File: src/rtl/lane_sync_ctrl.sv
// Lane synchronisation controller: sequences decoder reset, alignment hunt, lock verification and lane-up.
// Optional macro LANE_SYNC_CANDIDATE_CHECK_EN also treats an alignment-offset change as a lock loss.
module lane_sync_ctrl #(
    parameter int SETTLE_CYCLES = 16,
    parameter int LOCK_TIMEOUT  = 1024,
    parameter int STABLE_CYCLES = 32,
    parameter int RESET_HOLD    = 4,
    parameter int MAX_RETRIES   = 4
) (
    input  logic       USER_CLK,
    input  logic       SYSTEM_RESET,
    input  logic       RX_READY,
    input  logic       RESTART,
    input  logic       DEC_LOCKED,
    input  logic [6:0] DEC_CANDIDATE,
    output logic       DEC_PASSTHROUGH,
    output logic       DEC_DATA_VALID,
    output logic       LANE_UP,
    output logic       LOCK_TIMEOUT_ERR,
    output logic [7:0] RESYNC_CNT,
    output logic [2:0] STATE_OUT
);

    localparam logic [2:0] IDLE        = 3'd0;
    localparam logic [2:0] SETTLE      = 3'd1;
    localparam logic [2:0] HUNT        = 3'd2;
    localparam logic [2:0] VERIFY      = 3'd3;
    localparam logic [2:0] RESTART_DEC = 3'd4;
    localparam logic [2:0] UP          = 3'd5;
    localparam logic [2:0] FAIL        = 3'd6;

    localparam logic [15:0] SETTLE_LAST  = 16'(SETTLE_CYCLES - 1);
    localparam logic [15:0] TIMEOUT_LAST = 16'(LOCK_TIMEOUT - 1);
    localparam logic [15:0] STABLE_LAST  = 16'(STABLE_CYCLES - 1);
    localparam logic [15:0] HOLD_LAST    = 16'(RESET_HOLD - 1);
    localparam logic [7:0]  RETRY_MAX    = 8'(MAX_RETRIES);

    logic [2:0]  state;
    logic [2:0]  state_nx;
    logic [15:0] settle_cnt;
    logic [15:0] timer;
    logic [15:0] stable_cnt;
    logic [15:0] hold_cnt;
    logic [7:0]  retry_cnt;
    logic        timeout_hit;
    logic        up_loss;
    logic        lock_bad;

`ifdef LANE_SYNC_CANDIDATE_CHECK_EN
    logic [6:0] cand_q;
    assign lock_bad = !DEC_LOCKED || (DEC_CANDIDATE != cand_q);
`else
    logic unused_candidate;
    assign unused_candidate = ^DEC_CANDIDATE;
    assign lock_bad = !DEC_LOCKED;
`endif

    assign STATE_OUT = state;

    // NOTE: every variable gets a default before the case so no latch is inferred.
    always_comb begin
        state_nx    = state;
        timeout_hit = 1'b0;
        up_loss     = 1'b0;
        if (state != FAIL && !RX_READY) begin
            state_nx = IDLE;
        end else begin
            case (state)
                IDLE:   state_nx = SETTLE;
                SETTLE: if (settle_cnt == SETTLE_LAST) state_nx = HUNT;
                HUNT: begin
                    if (DEC_LOCKED) begin
                        state_nx = VERIFY;
                    end else if (timer == TIMEOUT_LAST) begin
                        state_nx    = RESTART_DEC;
                        timeout_hit = 1'b1;
                    end
                end
                RESTART_DEC: begin
                    if (hold_cnt == HOLD_LAST)
                        state_nx = (retry_cnt == RETRY_MAX) ? FAIL : HUNT;
                end
                VERIFY: begin
                    if (lock_bad) state_nx = HUNT;
                    else if (stable_cnt == STABLE_LAST) state_nx = UP;
                end
                UP: begin
                    if (lock_bad) begin
                        state_nx = HUNT;
                        up_loss  = 1'b1;
                    end
                end
                FAIL:    if (RESTART) state_nx = IDLE;
                default: state_nx = IDLE;
            endcase
        end
    end

    always_ff @(posedge USER_CLK) begin
        if (SYSTEM_RESET) begin
            state            <= IDLE;
            settle_cnt       <= '0;
            timer            <= '0;
            stable_cnt       <= '0;
            hold_cnt         <= '0;
            retry_cnt        <= '0;
            RESYNC_CNT       <= '0;
            LOCK_TIMEOUT_ERR <= 1'b0;
            DEC_PASSTHROUGH  <= 1'b1;
            DEC_DATA_VALID   <= 1'b0;
            LANE_UP          <= 1'b0;
        end else begin
            state <= state_nx;

            if (state_nx != state) begin
                settle_cnt <= '0;
                timer      <= '0;
                stable_cnt <= '0;
                hold_cnt   <= '0;
            end else begin
                case (state)
                    SETTLE:      settle_cnt <= settle_cnt + 16'd1;
                    HUNT:        timer      <= timer + 16'd1;
                    VERIFY:      stable_cnt <= stable_cnt + 16'd1;
                    RESTART_DEC: hold_cnt   <= hold_cnt + 16'd1;
                    default: ;
                endcase
            end

            // Retries persist across HUNT/RESTART_DEC loops; only lane-up, FAIL exit or RX loss clear them.
            if (state != FAIL && !RX_READY)
                retry_cnt <= '0;
            else if (timeout_hit)
                retry_cnt <= retry_cnt + 8'd1;
            else if ((state == VERIFY && state_nx == UP) || (state == FAIL && state_nx == IDLE))
                retry_cnt <= '0;

            if (up_loss && RESYNC_CNT != 8'hFF)
                RESYNC_CNT <= RESYNC_CNT + 8'd1;

            // NOTE: outputs decode state_nx so they are registered yet match the state entered on this edge.
            LOCK_TIMEOUT_ERR <= timeout_hit;
            DEC_PASSTHROUGH  <= state_nx inside {IDLE, SETTLE, RESTART_DEC, FAIL};
            DEC_DATA_VALID   <= state_nx inside {HUNT, VERIFY, UP};
            LANE_UP          <= (state_nx == UP);
        end
    end

`ifdef LANE_SYNC_CANDIDATE_CHECK_EN
    always_ff @(posedge USER_CLK) begin
        if (SYSTEM_RESET)
            cand_q <= '0;
        else if (state == HUNT && state_nx == VERIFY)
            cand_q <= DEC_CANDIDATE;
    end
`endif

endmodule

File: config.mk
export PLATFORM = sky130hd
export DESIGN_NAME = lane_sync_ctrl
export DESIGN_NICKNAME = d
export VERILOG_FILES = /design/src/rtl/lane_sync_ctrl.sv
export SDC_FILE = /design/constraint.sdc
export NUM_CORES = 1
export LEC_CHECK = 0
export BUFFER_PORTS_ARGS = -buffer_cell sky130_fd_sc_hd__buf_2
export CORE_MARGIN = 4
export CORE_UTILIZATION = 50
export CTS_CLUSTER_SIZE = 8
export DETAILED_ROUTE_END_ITERATION = 6
export GPL_ROUTABILITY_DRIVEN = 1
export GPL_TIMING_DRIVEN = 0
export PLACE_DENSITY = 0.68
export SYNTH_ARGS = -nofsm -noshare
export SYNTH_HDL_FRONTEND = slang
export SYNTH_SLANG_ARGS = --single-unit
File: constraint.sdc
create_clock -name USER_CLK -period 6.5 [get_ports USER_CLK]
set_input_delay 1.3 -clock USER_CLK [delete_from_list [all_inputs] [get_ports USER_CLK]]
set_output_delay 1.3 -clock USER_CLK [all_outputs]
set_load 0.02 [all_outputs]
# Word level (Yosys, flattened, before mapping)

Index checks and enable logic that the tools add are counted.
Widths: inputs -> output; s select.

Multiplexer cells: 20
Add/subtract/negate cells: 6
Equal/unequal tests: 20
Reductions and logical operators: 13

Operator list:

| operator              | number |
|---|---|
| $add 16x1->16 const B | 4 |
| $mux 3                | 10 |
| $pmux 3 s7            | 1 |
| $eq 3x3->1 const B    | 6 |
| $add 8x1->8 const B   | 2 |
| $eq 16x10->1 const B  | 1 |
| $eq 16x2->1 const B   | 1 |
| $eq 16x4->1 const B   | 1 |
| $eq 16x5->1 const B   | 1 |
| $mux 8                | 2 |
| $eq 3x2->1 const B    | 4 |
| $eq 8x3->1 const B    | 1 |
| $ne 8x8->1 const B    | 1 |
| $mux 1                | 7 |
| $eq 3x1->1 const B    | 2 |
| $logic_not 3->1       | 2 |
| $logic_and 1x1->1     | 4 |
| $reduce_bool 4->1     | 1 |
| $reduce_or 2->1       | 2 |
| $ne 3x3->1            | 1 |
| $ne 3x3->1 const B    | 1 |
| $reduce_bool 3->1     | 1 |
| $reduce_bool 2->1     | 1 |
| $logic_not 1->1       | 1 |
| $logic_or 1x1->1      | 1 |

Input port bits: 12
Register bits: 87
Word-level logic and storage cells: 70
Output and inout bits: 15

# Depth between registers and ports, before layout

Gate-level depths: netlist (run 1).

Depth in word-level cells: 10
Mapped depth: 8
Depth with buffers taken out: 7

# Least setup slack after synthesis (run 1)

Ideal clock, no wire load.

Path type: input -> register
Start: in DEC_LOCKED
End: reg settle_cnt[9]
Path slack: 3.607 ns
Data required time: 6.385 ns
Buffers on the path: 1
Arrival time: 2.778 ns
Stages on the path: 7
Library setup time: 0.115 ns
Cells stage by stage: or4b_1 -> nor4_2 -> and3_2 -> a211oi_1 -> nand4_4 -> buf_6 -> nor2_1

Cells in the longest elaborated chain, start to end: 5
Elaborated cells between the ends (all ways): 7
Those cells by class: eq/ne (1); mux (5); reduce/logical (1)

Ends and longest elaborated chain:

| what                             | RTL line   | source |
|---|---|---|
| from (decl)                      | 14         | `input logic DEC_LOCKED,` |
| $mux 3, on equally long branches | 88, 72, 84 |  |
| $pmux 3 s7 *                     | 68         | `case (state)` |
| $mux 3 *                         | 65         | `if (state != FAIL && !RX_READY) begin` |
| $ne 3x3->1 *                     | 115        | `if (state_nx != state) begin` |
| $reduce_or 2->1 (no line) *      | -          |  |
| to (signal assigned)             | 122        | `SETTLE: settle_cnt <= settle_cnt + 16'd1;` |
| to (decl)                        | 40         | `logic [15:0] settle_cnt;` |

Mark *: on every way between the ends. The rest lies on a longest branch, timed or not.
A chain may end at the register's enable or synchronous reset.

# Worst setup path after layout (run 1)

Start: in DEC_LOCKED
End: reg settle_cnt[15]

Same word-level chain as after synthesis.

==> results of run 1 <==
per-layer routing:
metal | global-route usage, % | vias up | wire length (µm)
met5 | 0 | - | 0
met4 | 7.67 | 0 | 141
met3 | 5.35 | 14 | 344
met2 | 27.4 | 42 | 3550
met1 | 21.9 | 1526 | 3950
li1 | - | 1689 | -
cell type report:
class	count	share of cell area [%]
multi-input combinational	363	49.9
sequential	87	37.3
clock buffer	12	3.32
tap	105	2.81
buffer	12	2.49
timing repair buffer	19	2.04
clock inverter	4	1.15
inverter	13	1.04
power groups by stage:
| stage | clock, µW | sequential [µW] | combinational, µW |
|---|---|---|---|
| floorplan | 0 | 547 | 26.7 |
| global placement | 0 | 546 | 37.4 |
| detailed placement | 0 | 546 | 37.5 |
| CTS | 406 | 534 | 37.8 |
| global route | 425 | 534 | 40.8 |
| finish | 391 | 534 | 37.1 |
flip-flops by register name, indices dropped and copies added, names as in the netlist:
name              flops
stable_cnt           16
settle_cnt           16
timer                16
STATE_OUT             3
retry_cnt             8
DEC_PASSTHROUGH       1
hold_cnt             16
DEC_DATA_VALID        1
RESYNC_CNT            8
LOCK_TIMEOUT_ERR      1
LANE_UP               1
kinds of logic after synthesis:
logic type,after synthesis
fa+ha+maj,7
buf+inv,25
mux,7
simple gates,247
flops,87
xor+xnor,69
compound gates,33
stage by stage:
step	cells	hold slack, ns	total power [µW]
global route	615	0.513	1000
floorplan	475	0.454	573
global placement	599	0.464	584
CTS	615	0.483	978
detailed placement	599	0.469	584
finish	615	0.482	962
cells in the final DEF, fill, tap and decap left out, types with 3 or more instances in the layout:
cell and n:
and4_1 6, nand3_1 25, nor4b_1 3, inv_1 13, nor4_1 7, or2_2 4, and2_1 3, and3_2 3
xor2_1 42, nor2_2 19, nand3b_1 3, xnor2_1 27, nor3b_2 3, clkbuf_8 11, a21o_1 3, a21oi_1 6
nand2_1 37, buf_2 19, buf_6 8, nand4_1 21, nor2b_1 3, buf_4 3, a31oi_1 3, dfxtp_1 87
a22o_1 4, nor3_1 8, and3_1 10, ha_1 7, mux2i_1 6, nor2_1 76
worst max path at each step:
stage / to / slack, ns / cells past startpoint
3_3_place_gp: settle_cnt[9] / 3.17 / 8
2_1_floorplan: settle_cnt[9] / 3.61 / 7
3_5_place_dp: timer[12] / 3.16 / 8
5_1_grt: hold_cnt[4] / 3.46 / 8
4_1_cts: settle_cnt[15] / 3.54 / 8
6_report: settle_cnt[15] / 3.54 / 8
worst min-delay path: stages (launching register included):
cell and delay, ns:
dfxtp_1 0.33, nand2_1 0.06, a21oi_1 0.05
==> results.txt, run 1 <==
CTS sink count -> 87
First DRT Iteration DRCs -> 148
MaxCap Viol Count -> 0
Slew of the pin with the lowest slew margin -> 0.788 ns
Synth Area in Compound Gates -> 5.73%
Drt via density -> 5.32
Reg2reg start -> timer[0]
Fill count -> 716
Synth Area in Adders -> 2.07%
Period minus WS final -> 2.96 ns
CTS tree -> yes
Global-route wire length before repair -> 14100 µm
CP max stage delay -> 0.49 ns
Max clock buf depth -> 2
Sw Ratio -> 22.5%
Slowest cell on crit path -> or4b_1
Worst setup SP type -> input pin
Post-DP HPWL -> 5710 µm
Post-Syn Area -> 4240 µm²
Yosys warns -> 0
# port buffers -> 19
CP Class -> in -> reg
Fraction of layout cells with a size suffix above 1 -> 16.7%
Critical Path Sink Type -> flip-flop
Unique masters post-synth -> 55
Most common cell in the synthesized netlist -> dfxtp_1
RD Place Congestion -> 0.853
FF+latch area -> 1740 µm²
R2R cell count -> 8
DRC violations left -> 0
H-tree levels -> 3
Peak supply drop -> 0.116 mV
P_leak -> 0.00168 µW
Hold_buf cts -> 0
Clk slew on worst S/H paths -> 0.09 ns
GRT Overall Usage -> 17.4%
Clk_skew -> 0.0129 ns
# nets final -> 524
Avg Synthesized Cell Area -> 8.92 µm²
NetSw -> 216 µW
Run status -> finished clean
Post-synth top area cell -> dfxtp_1
Num CTS Buffers -> 9
Vias in the first global route -> 3207
Fin area -> 4670 µm²
Final hold viol count -> 0
Reg2reg setup slack -> 4.09 ns
Post-CTS Setup Bufs -> 0
WP data required -> 6.75 ns
Gate power share -> 3.9%
Largest fanout on the critical path -> 10
Synth Area in XOR/XNOR -> 14.3%
CP Data Arrival Time -> 3.21 ns
Max Slew Vio Count -> 0
Placement Cell Area -> 4460 µm²
Hold path cells -> 2
Largest family of logic cells by synthesized area -> simple AND/OR/NAND/NOR gates
Synth Flop Type -> dfxtp_1
Die height -> 100 µm
Top-area cell type share of the netlist area -> 41.1%
Area grow syn2layout -> 10.3%
Initial Util -> 51.5%
Cell family with most CP delay -> simple AND/OR/NAND/NOR gates
Clk root buf -> clkbuf_8
Post-Route WL -> 7980 µm
Seq/Total Area, Yosys -> 41.1%
Clock Power Share -> 40.7%
Synth top area cells -> dfxtp_1 41%, xor2_1 8.7%, nor2_1 6.7%, xnor2_1 5.6%, nand2_1 3.3%
Slack of the critical path -> 3.54 ns
Worst path cell trace -> buf_2 > or4b_1 > nor4_2 > and3_2 > a211oi_1 > nand4_4 > buf_6 > nor2_1
Final Util -> 56.8%
Resize count post-CTS -> 0
Seq cells post-synth -> 87
Worst Hold End -> stable_cnt[1]
Fmax -> 338 MHz
Pin count of the biggest net entering global routing -> 15
DP Worst Slack -> 3.16 ns
Sequential share of power -> 55.5%
Post-synthesis mux area share -> 1.68%
# diodes -> 0
Worst-skew pair later-pin latency -> 0.36 ns
Antenna violations before repair -> 0
Die area -> 10000 µm²
Internal -> 746 µW
Pre-antenna DRT Iters -> 4
Multi-input gate area -> 2330 µm²
Row count -> 33
Top cells by count, synth -> 87 x dfxtp_1, 76 x nor2_1, 42 x xor2_1, 37 x nand2_1, 27 x xnor2_1
Core ar. -> 8220 µm²
Post-synth EDFFs -> 0
Worst Hold Launch -> stable_cnt[1]
Global route total overflow -> 0
Worst Hold Class -> reg -> reg
Period utilisation layout -> 45.5%
Async SR Flop Fraction -> 0%
Crit path from -> DEC_LOCKED
Reg2reg end -> settle_cnt[15]
Synth Net Count -> 494
RSZ-0062 raised after global routing -> false
Die width -> 100 µm
Setup violators final -> 0
Setup tns final -> 0 ns
WP buf/inv -> 2
Gate Count Post-Synth -> 475
Boundary Pins -> 27
PwrDens -> 206 nW/µm²
Slew headroom -> 47.2%
Post-route ant nets -> 0
Simple-Gate Fraction of Synth Area -> 31.2%
Via Count -> 3271
WL/cell -> 13.0 µm
Note: power is estimated with default switching activity, not from simulation.
==> run 2: changes to the inputs <==
ABC_AREA = 1   (was unset)
clock period = 2.9 ns   (was 6.5 ns; I/O delays follow)
==> run 2 against run 1 <==
Net effect: synthesized cell count grew 24%; area after synthesis grew 2.5%; critical path depth grew 5; die area grew 2.3%; register-to-register slack lost 3.4 ns; critical endpoint is now hold_cnt[12].
==> results.txt, run 2 <==
# nets final -> 637 (+22%)
Post-synth EDFFs -> 0 (unchanged)
Most frequent cells in the layout -> 110 x nor2_1, 101 x nand2_1, 87 x dfxtp_1, 71 x inv_1, 41 x nand3_1
Seq cells post-synth -> 87 (unchanged)
Drt via density -> 4.86 (-8.6%)
Placement Cell Area -> 4570 µm² (+2.4%)
H-tree levels -> 3 (unchanged)
Fraction of layout cells with a size suffix above 1 -> 13.0% (-3.6 points)
Initial Util -> 52.0% (+0.49 points)
Fmax -> 451 MHz
Clk slew on worst S/H paths -> 0.09 ns (about the same)
Worst Hold Class -> in -> reg
WP data required -> 3.15 ns (-3.60 ns)
Pin count of the biggest net entering global routing -> 14 (-1)
Synth Flop Type -> dfxtp_1
Antenna violations before repair -> 0 (unchanged)
CTS tree -> yes
Clk root buf -> clkbuf_8
Max Slew Vio Count -> 0 (unchanged)
Period utilisation layout -> 76.5%
# port buffers -> 19 (unchanged)
Die width -> 101 µm (+1.1%)
Avg Synthesized Cell Area -> 7.38 µm² (-17%)
# diodes -> 0 (unchanged)
Max clock buf depth -> 2 (unchanged)
Setup violators final -> 0 (unchanged)
Global-route wire length before repair -> 14000 µm (-0.49%)
Fin area -> 4780 µm² (+2.3%)
Via Count -> 3534 (+8.0%)
Post-Route WL -> 7930 µm (-0.65%)
CP Data Arrival Time -> 2.47 ns (-0.74 ns)
Commonest non-fill, non-tap cell in the layout -> nor2_1
Critical Path Sink Type -> flip-flop
GRT Overall Usage -> 16.7% (-0.72 points)
Internal -> 1720 µW (+130%)
Num CTS Buffers -> 9 (unchanged)
Vias in the first global route -> 3314 (+3.3%)
Sw Ratio -> 21.1% (-1.3 points)
Seq/Total Area, Yosys -> 40.1% (-1.0 points)
Post-DP HPWL -> 5890 µm (+3.2%)
CTS sink count -> 87 (unchanged)
Die height -> 101 µm (+1.1%)
Gate power share -> 3.5% (-0.4 points)
Clock Power Share -> 41.7% (+1.0 points)
CP Class -> reg -> reg
Pre-antenna DRT Iters -> 4 (unchanged)
Slew of the pin with the lowest slew margin -> 0.402 ns (-0.387 ns)
Post-synth top area cell -> dfxtp_1
Post-route ant nets -> 0 (unchanged)
Peak supply drop -> 0.219 mV (+89%)
Synth Net Count -> 607 (+23%)
WL/cell -> 10.9 µm (-16%)
Top-area cell type share of the netlist area -> 40.1% (-1.0 points)
Run status -> finished clean
Slew headroom -> 73.0% (+26 points)
Yosys warns -> 0 (unchanged)
RD Place Congestion -> 0.806 (-5.6%)
Final Util -> 57.3% (+0.46 points)
Top cells by count, synth -> 110 x nor2_1, 101 x nand2_1, 87 x dfxtp_1, 71 x inv_1, 41 x nand3_1
Area grow syn2layout -> 10.1%
Async SR Flop Fraction -> 0% (unchanged)
MaxCap Viol Count -> 0 (unchanged)
Setup tns final -> 0 ns (unchanged)
Sequential share of power -> 54.8% (-0.7 points)
Resize count post-CTS -> 0 (unchanged)
DRC violations left -> 0 (unchanged)
Unique masters post-synth -> 33 (-40%)
Synth top area cells -> dfxtp_1 40%, nor2_1 9.5%, nand2_1 8.7%, xor2_1 7.1%, inv_1 6.1%
Core ar. -> 8340 µm² (+1.5%)
RSZ-0062 raised after global routing -> false
Row count -> 33 (unchanged)
Die area -> 10200 µm² (+2.3%)
Global route total overflow -> 0 (unchanged)
Gate Count Post-Synth -> 588 (+24%)
PwrDens -> 458 nW/µm² (+120%)
Final hold viol count -> 0 (unchanged)
Boundary Pins -> 27 (unchanged)
First DRT Iteration DRCs -> 115 (-22%)
Post-Syn Area -> 4340 µm² (+2.5%)
P_leak -> 0.00188 µW (+12%)
Clk_skew -> 0.0113 ns (-0.00161 ns)
NetSw -> 462 µW (+110%)
Most common cell in the synthesized netlist -> nor2_1
Fill count -> 785 (+9.6%)
Worst setup SP type -> flip-flop
Worst-skew pair later-pin latency -> 0.35 ns (about the same)
Period minus WS final -> 2.22 ns
Largest fanout on the critical path -> 10 (unchanged)
Post-CTS Setup Bufs -> 0 (unchanged)
Hold_buf cts -> 0 (unchanged)
==> run 2: per-stage QoR <==
step | setup WS (ns) | power [µW] | instances | hold slack, ns
6_report | 0.680 | 2190 | 727 | 0.478
5_1_grt | 0.438 | 2260 | 727 | 0.482
2_1_floorplan | 0.942 | 1280 | 588 | 0.473
3_5_place_dp | 0.665 | 1300 | 712 | 0.482
3_3_place_gp | 0.694 | 1300 | 712 | 0.472
4_1_cts | 0.648 | 2220 | 727 | 0.464
==> run 2: cell families after synthesis <==
| group | count (synthesis) | share of synthesized area [%] |
|---|---|---|
| mux | 4 | 0.922 |
| compound gates | 30 | 3.66 |
| xor+xnor | 55 | 11.1 |
| fa+ha+maj | 7 | 2.02 |
| buf+inv | 82 | 8.19 |
| flops | 87 | 40.1 |
| simple gates | 323 | 34.0 |
==> run 2: critical path: stages (launching register included) <==
cell and delay, ns:
dfxtp_1 0.37, ha_1 0.17, nand3_1 0.12, nor2_1 0.22
nand3b_4 0.13, nor2_2 0.15, nor2_1 0.06, nand2_1 0.09
nand3_2 0.17, nand2_1 0.14, nor2_2 0.05, nand2_4 0.16
buf_6 0.20, nor2_1 0.05
==> run 2: layout make-up <==
class                   count  area, µm²  share of cell area (%)
clock buffers              12        145                    3.04
repair buffers             19       95.1                    1.99
plain buffers               8       77.6                    1.62
well taps                 105        131                    2.75
multi-input cells         419       2240                    46.9
clock inverters             3       67.6                    1.41
inverters                  74        278                    5.81
flip-flops and latches     87       1740                    36.4
==> run 2: routing by layer <==
| layer | vias up | share of wire (%) | global-route usage [%] |
|---|---|---|---|
| met4 | 0 | 1.6 | 5.73 |
| met2 | 44 | 46 | 27.7 |
| met3 | 11 | 3.2 | 4.20 |
| li1 | 1903 | - | - |
| met5 | - | 0 | 0 |
| met1 | 1576 | 49 | 21.1 |
==> run 2: power by group through the flow <==
stage / registers, µW / clock network, µW / logic, µW
2_1_floorplan: 1230 / 0 / 56.3
3_3_place_gp: 1230 / 0 / 77.3
3_5_place_dp: 1230 / 0 / 77.3
4_1_cts: 1200 / 939 / 77.5
5_1_grt: 1200 / 981 / 83.6
6_report: 1200 / 913 / 76.1
==> run 2: final timing paths <==
path | startpoint | end | slack [ns] | cells after the start
worst min register to register | RESYNC_CNT[4] | RESYNC_CNT[4] | 0.50 | 2
worst min-delay path | SYSTEM_RESET | RESYNC_CNT[7] | 0.48 | 2
worst max-delay path | timer[0] | hold_cnt[12] | 0.68 | 13
worst max register to register | timer[0] | hold_cnt[12] | 0.68 | 13
